<file path="config.mk">
export PLATFORM = sky130hd
export DESIGN_NAME = obuft_serial_driver
export DESIGN_NICKNAME = d
export VERILOG_FILES = /design/src/rtl/obuft_serial_driver.sv
export SDC_FILE = /design/constraint.sdc
export NUM_CORES = 1
export LEC_CHECK = 0
export CAP_MARGIN = 5
export CORE_MARGIN = 2
export CORE_UTILIZATION = 45
export DETAILED_ROUTE_END_ITERATION = 16
export GPL_ROUTABILITY_DRIVEN = 0
export PLACE_DENSITY = 0.64
export SYNTH_ARGS = -nofsm -noshare
export SYNTH_HDL_FRONTEND = slang
export SYNTH_SLANG_ARGS = --single-unit
</file>
<file path="constraint.sdc">
create_clock -name CLK -period 2 [get_ports CLK]
set_clock_uncertainty 0.2 [all_clocks]
set_input_delay 0.2 -clock CLK [delete_from_list [all_inputs] [get_ports CLK]]
set_output_delay 0.2 -clock CLK [all_outputs]
set_load 0.02 [all_outputs]
</file>
<file path="src/rtl/obuft_serial_driver.sv">
// obuft_serial_driver
//
// Serializes parallel words onto a single half-duplex pad by generating the
// data (I) and tri-state enable (T) inputs of the pad's OBUFT buffer. The pad
// is released (high-Z) whenever no frame is in flight. It is driven high for
// TURN_CYC clocks before and after every burst of words. Words are sent MSB
// first, and each bit is held for CLK_DIV clocks. A new word offered in the
// last clock of the current word is appended to the burst with no gap.
//
// Optional feature (compile-time macro OBUFT_DRV_PARITY_EN):
//   Appends an even-parity bit (XOR of the word) after every word. The
//   parity bit is held for CLK_DIV clocks, and the back-to-back accept window
//   moves to the last clock of the parity bit.
//
// Parameters:
//   WIDTH    data word width in bits (>= 2)
//   CLK_DIV  clocks per serial bit (>= 1)
//   TURN_CYC clocks of driven-high guard before/after each burst (>= 1)
//
// Ports:
//   CLK      system clock, rising edge
//   RST_N    asynchronous active-low reset
//   DIN      word to transmit (MSB first)
//   DIN_VLD  DIN valid
//   DIN_RDY  word accepted when DIN_VLD && DIN_RDY at a rising edge
//   PAD_I    OBUFT data input (registered)
//   PAD_T    OBUFT tri-state enable, 1 = high-Z (registered)
//   BUSY     high in any state other than IDLE
//   DONE     one-clock pulse in the first IDLE clock after a burst
module obuft_serial_driver #(
    parameter int WIDTH    = 8,
    parameter int CLK_DIV  = 4,
    parameter int TURN_CYC = 2
) (
    input  logic             CLK,
    input  logic             RST_N,
    input  logic [WIDTH-1:0] DIN,
    input  logic             DIN_VLD,
    output logic             DIN_RDY,
    output logic             PAD_I,
    output logic             PAD_T,
    output logic             BUSY,
    output logic             DONE
);

    localparam int CLK_W  = $clog2(CLK_DIV) + 1;
    localparam int BIT_W  = $clog2(WIDTH) + 1;
    localparam int TURN_W = $clog2(TURN_CYC) + 1;

    localparam logic [CLK_W-1:0]  CLK_LAST  = CLK_W'(CLK_DIV - 1);
    localparam logic [BIT_W-1:0]  BIT_LAST  = BIT_W'(WIDTH - 1);
    localparam logic [TURN_W-1:0] TURN_LAST = TURN_W'(TURN_CYC - 1);

    typedef enum logic [2:0] {
        ST_IDLE  = 3'd0,
        ST_LEAD  = 3'd1,
        ST_SHIFT = 3'd2,
        ST_TRAIL = 3'd3
`ifdef OBUFT_DRV_PARITY_EN
        ,
        ST_PAR   = 3'd4
`endif
    } state_t;

    state_t              state_q, state_d;
    logic [CLK_W-1:0]    clk_cnt_q, clk_cnt_d;
    logic [BIT_W-1:0]    bit_cnt_q, bit_cnt_d;
    logic [TURN_W-1:0]   turn_cnt_q, turn_cnt_d;
    logic [WIDTH-1:0]    sreg_q, sreg_d;
    logic                pad_i_q, pad_i_d;
    logic                pad_t_q, pad_t_d;
    logic                done_q, done_d;
    logic                rdy_c;
    logic                enter_st;
`ifdef OBUFT_DRV_PARITY_EN
    logic                par_q, par_d;
`endif

    // Next-state and datapath logic. The pad outputs are registered from the
    // next state, so PAD_I/PAD_T always reflect the state being occupied.
    always_comb begin
        state_d    = state_q;
        clk_cnt_d  = clk_cnt_q;
        bit_cnt_d  = bit_cnt_q;
        turn_cnt_d = turn_cnt_q;
        sreg_d     = sreg_q;
        done_d     = 1'b0;
        rdy_c      = 1'b0;
        enter_st   = 1'b0;
`ifdef OBUFT_DRV_PARITY_EN
        par_d      = par_q;
`endif

        case (state_q)
            ST_IDLE: begin
                rdy_c = 1'b1;
                if (DIN_VLD) begin
                    sreg_d   = DIN;
`ifdef OBUFT_DRV_PARITY_EN
                    par_d    = ^DIN;
`endif
                    state_d  = ST_LEAD;
                    enter_st = 1'b1;
                end
            end

            ST_LEAD: begin
                if (turn_cnt_q == TURN_LAST) begin
                    state_d  = ST_SHIFT;
                    enter_st = 1'b1;
                end else begin
                    turn_cnt_d = turn_cnt_q + TURN_W'(1);
                end
            end

            ST_SHIFT: begin
                if (clk_cnt_q != CLK_LAST) begin
                    clk_cnt_d = clk_cnt_q + CLK_W'(1);
                end else if (bit_cnt_q != BIT_LAST) begin
                    // Next bit: shift left so the MSB always holds the bit on the pad.
                    clk_cnt_d = '0;
                    bit_cnt_d = bit_cnt_q + BIT_W'(1);
                    sreg_d    = {sreg_q[WIDTH-2:0], 1'b1};
                end else begin
`ifdef OBUFT_DRV_PARITY_EN
                    state_d  = ST_PAR;
                    enter_st = 1'b1;
`else
                    // Last clock of the word: a new word continues the burst.
                    rdy_c    = 1'b1;
                    enter_st = 1'b1;
                    if (DIN_VLD) begin
                        sreg_d  = DIN;
                        state_d = ST_SHIFT;
                    end else begin
                        state_d = ST_TRAIL;
                    end
`endif
                end
            end

`ifdef OBUFT_DRV_PARITY_EN
            ST_PAR: begin
                if (clk_cnt_q != CLK_LAST) begin
                    clk_cnt_d = clk_cnt_q + CLK_W'(1);
                end else begin
                    rdy_c    = 1'b1;
                    enter_st = 1'b1;
                    if (DIN_VLD) begin
                        sreg_d  = DIN;
                        par_d   = ^DIN;
                        state_d = ST_SHIFT;
                    end else begin
                        state_d = ST_TRAIL;
                    end
                end
            end
`endif

            ST_TRAIL: begin
                if (turn_cnt_q == TURN_LAST) begin
                    state_d  = ST_IDLE;
                    done_d   = 1'b1;
                    enter_st = 1'b1;
                end else begin
                    turn_cnt_d = turn_cnt_q + TURN_W'(1);
                end
            end

            default: begin
                state_d  = ST_IDLE;
                enter_st = 1'b1;
            end
        endcase

        // Every state entry (including SHIFT re-entry for a chained word) restarts the counters.
        if (enter_st) begin
            clk_cnt_d  = '0;
            bit_cnt_d  = '0;
            turn_cnt_d = '0;
        end

        pad_t_d = (state_d == ST_IDLE);
        pad_i_d = 1'b1;
        if (state_d == ST_SHIFT) begin
            pad_i_d = sreg_d[WIDTH-1];
        end
`ifdef OBUFT_DRV_PARITY_EN
        if (state_d == ST_PAR) begin
            pad_i_d = par_d;
        end
`endif
    end

    // Control registers
    always_ff @(posedge CLK or negedge RST_N) begin
        if (!RST_N) begin
            state_q    <= ST_IDLE;
            clk_cnt_q  <= '0;
            bit_cnt_q  <= '0;
            turn_cnt_q <= '0;
            pad_i_q    <= 1'b1;
            pad_t_q    <= 1'b1;
            done_q     <= 1'b0;
        end else begin
            state_q    <= state_d;
            clk_cnt_q  <= clk_cnt_d;
            bit_cnt_q  <= bit_cnt_d;
            turn_cnt_q <= turn_cnt_d;
            pad_i_q    <= pad_i_d;
            pad_t_q    <= pad_t_d;
            done_q     <= done_d;
        end
    end

    // Data registers: contents are only meaningful after a load in IDLE/window
    always_ff @(posedge CLK) begin
        sreg_q <= sreg_d;
`ifdef OBUFT_DRV_PARITY_EN
        par_q  <= par_d;
`endif
    end

    assign DIN_RDY = RST_N & rdy_c;
    assign PAD_I   = pad_i_q;
    assign PAD_T   = pad_t_q;
    assign BUSY    = (state_q != ST_IDLE);
    assign DONE    = done_q;

endmodule

</file>
==> key figures <==
Outcome
  – Status: finished clean

Logic synthesis
  – Async SR Flop Fraction: 0.652
  – Synth Net Count: 127
  – Syn avg cell area: 11.2 sq um
  – Post-Synthesis Cells: 113
  – Seq/Total Area, Yosys: 0.482
  – #FFs+latches synth: 23
  – Ys flop type: dfrtp_1
  – Mapped Area: 1260 sq um
  – Synth Warn #: 0
  – Synth cell types: 40
  – Post-synth EDFFs: 7

Clock network
  – TritonCTS clock tree: built
  – CTS sink count: 23
  – Worst-Skew Late Latency: 0.31 ns
  – Clk buf depth: 2
  – Root Driver: clkbuf_4
  – Depth of the CTS H-tree: 1
  – # hold bufs at CTS: 0
  – CTS clk-pin slew, worst paths: 0.13 ns
  – Cts bufs inserted: 3

Setup path
  – Reg2reg start: clk_cnt_q[0]
  – Worst Path Class, Setup: reg -> out
  – CP required: 1.60 ns
  – CP arrival: 1.58 ns
  – RR Endpoint: sreg_q[6]
  – Critical Path Fanout Max: 2
  – Setup crit start kind: register
  – Setup slack, reg-to-reg: 0.12 ns
  – Worst setup EP type: primary output
  – Worst r2r path cells: 7

Layout
  – P&R area growth vs syn: 24.6%
  – Final net count: 159
  – Final std cells w/o fill: 175
  – Utilization after layout: 0.580
  – Fill count: 253
  – # diodes: 0
  – Share of cells above drive strength 1: 0.271
  – Register area: 608 sq um
  – Footprint of the multi-input gates: 586 sq um
  – Post-Layout Inst Area: 1570 sq um

Hold path
  – Min-Delay Path Class: in -> async

Job
  – MaxCap Viol Count: 0

Route
  – Via density per instance: 5.62
  – Antenna Nets Post-Route: 0
  – DR WL/cell: 15.3 microns
  – # DRC: 0
  – Final wirelength: 2680 microns
  – Via count: 983
  – DR iter-0 viols: 28
  – DR pass1 iterations: 4

Pwr
  – Sw Ratio: 0.260
  – Pleak: 0.673 nW
  – Maximum vdd drop: 0.000486 V
  – Clock share of power: 0.239
  – Int Power: 673 uW
  – Pwr Total: 910 uW
  – Psw: 237 uW
  – Cell Pwr Density: 579 nW/um^2
  – Sequential power share: 0.578
  – Combinational share of power: 0.183

STA
  – Setup WS post-layout: 0.0166 ns
  – Setup TNS: 0 ns
  – Final Hold Viols: 0
  – Max Freq: 504 MHz
  – WHS: 0.0897 ns
  – RSZ-0062 raised after global routing: yes
  – Setup-failing EPs final: 0
  – Max Slew Vio Count: 0
  – Fin crit period: 1.98 ns
  – Period utilization: 0.992

Floorplan
  – Die X-Extent: 57.0 microns
  – Starting Density: 0.466
  – Core Region: 2710 sq um
  – Placement Rows: 19
  – Die ar.: 3250 sq um
  – Die Ht: 57.0 microns
  – Ports: 16

Global route
  – GRT Total Usage: 0.182
  – GRT overflow: 0
  – Number of global-route vias before repair: 1065
  – Largest net degree at the start of global routing: 16
  – Initial antenna violation count: 0
  – First-pass GRT wire length: 4690 microns

Place
  – Area post-placement: 1530 sq um
  – Placed cells: 170
  – Pre-CTS setup slack: -0.120 ns
  – Detailed-placement wirelength estimate: 2020 microns
  – I/O Buffers: 15
-- how the worst max path moves through the flow --
stage / startpoint / endpoint / slack [ns] / cells past startpoint
2_1_floorplan: bit_cnt_q[0] / DIN_RDY / 0.17 / 5
3_3_place_gp: bit_cnt_q[0] / DIN_RDY / -0.09 / 5
3_5_place_dp: bit_cnt_q[0] / DIN_RDY / -0.12 / 5
4_1_cts: bit_cnt_q[1] / DIN_RDY / 0.004 / 5
5_1_grt: bit_cnt_q[0] / DIN_RDY / -0.04 / 5
6_report: clk_cnt_q[0] / DIN_RDY / 0.02 / 5
-- flip-flops by register name, indices dropped and copies added (netlist names) --
register    count
PAD_I           1
DONE            1
turn_cnt_q      2
bit_cnt_q       4
clk_cnt_q       3
state_q         3
sreg_q          8
PAD_T           1
-- placed cells by master, fill, tap and decap left out, types with 2 or more instances in the layout --
cell,netlist,routed
edfxtp_1,7,7
ha_2,0,2
nand2b_1,2,2
dfstp_2,2,2
nor2b_1,2,2
xnor2_1,4,4
nor2_1,12,11
nand3b_1,2,2
a21oi_1,3,3
clkdlybuf4s50_1,0,13
buf_4,0,17
mux2i_1,4,4
a22oi_1,6,6
dfrtp_1,13,13
inv_1,4,4
nand3_1,4,4
o21ai_0,3,2
nand2_1,7,7
clkbuf_4,0,3
nand4_1,2,2
and3_1,4,3
mux2_2,5,5
-- power groups by stage --
| stage | registers, mW | logic (mW) | clock network, mW |
|---|---|---|---|
| detailed placement | 0.536 | 0.166 | 0 |
| floorplan | 0.536 | 0.0988 | 0 |
| global placement | 0.534 | 0.161 | 0 |
| finish | 0.526 | 0.166 | 0.217 |
| CTS | 0.527 | 0.167 | 0.221 |
| global route | 0.529 | 0.183 | 0.244 |
-- cell families (layout without fill, tap and decap cells) --
kind of cell    Yosys count  in the layout  synth area share
compound gates           21             21             0.124
xor+xnor                  4              4            0.0277
simple gates             42             42             0.193
flops                    23             23             0.482
mux                       9              9            0.0763
buf+inv                  10             41            0.0644
other cells               1              1           0.00297
fa+ha+maj                 3              3            0.0297
-- per-layer routing --
layer,part of all wire,track usage,routed length (microns)
met1,0.45,0.226,1210
met2,0.50,0.333,1340
met3,0.037,0.0227,98
met4,0.012,0.0498,32
met5,0,0,0
-- synthesized netlist by cell type, types with 2 or more instances --
cell | instances | area (sq um)
a21oi_1 | 3 | 15.0
a22oi_1 | 6 | 45.0
and3_1 | 4 | 25.0
buf_6 | 3 | 33.8
clkbuf_8 | 2 | 27.5
dfrtp_1 | 13 | 325
dfstp_2 | 2 | 52.6
edfxtp_1 | 7 | 210
ha_1 | 3 | 37.5
inv_1 | 4 | 15.0
mux2_2 | 5 | 56.3
mux2i_1 | 4 | 40.0
nand2_1 | 7 | 26.3
nand2b_1 | 2 | 12.5
nand3_1 | 4 | 20.0
nand3b_1 | 2 | 15.0
nand4_1 | 2 | 12.5
nor2_1 | 12 | 45.0
nor2b_1 | 2 | 12.5
o21ai_0 | 3 | 15.0
xnor2_1 | 4 | 35.0
-- layout make-up --
cell class | count | share of cell area
multi-input combinational | 80 | 0.372
tap | 31 | 0.0247
timing repair buffer | 33 | 0.189
sequential | 23 | 0.387
clock inverter | 1 | 0.00318
clock buffer | 3 | 0.0143
inverter | 4 | 0.00955
-- critical path: stages (launching register included) --
cell	delay, ns
dfrtp_1	0.42
ha_2	0.19
nor2b_1	0.14
a31o_2	0.24
and3_4	0.17
buf_6	0.12
-- what timing repair did --
action,in CTS,in global routing
gates cloned,0,0
buffers inserted,0,1
resized for setup,11,1
pin swaps,2,2
endpoints found under the setup margin,2,8
(Power assumes the default switching activity.)
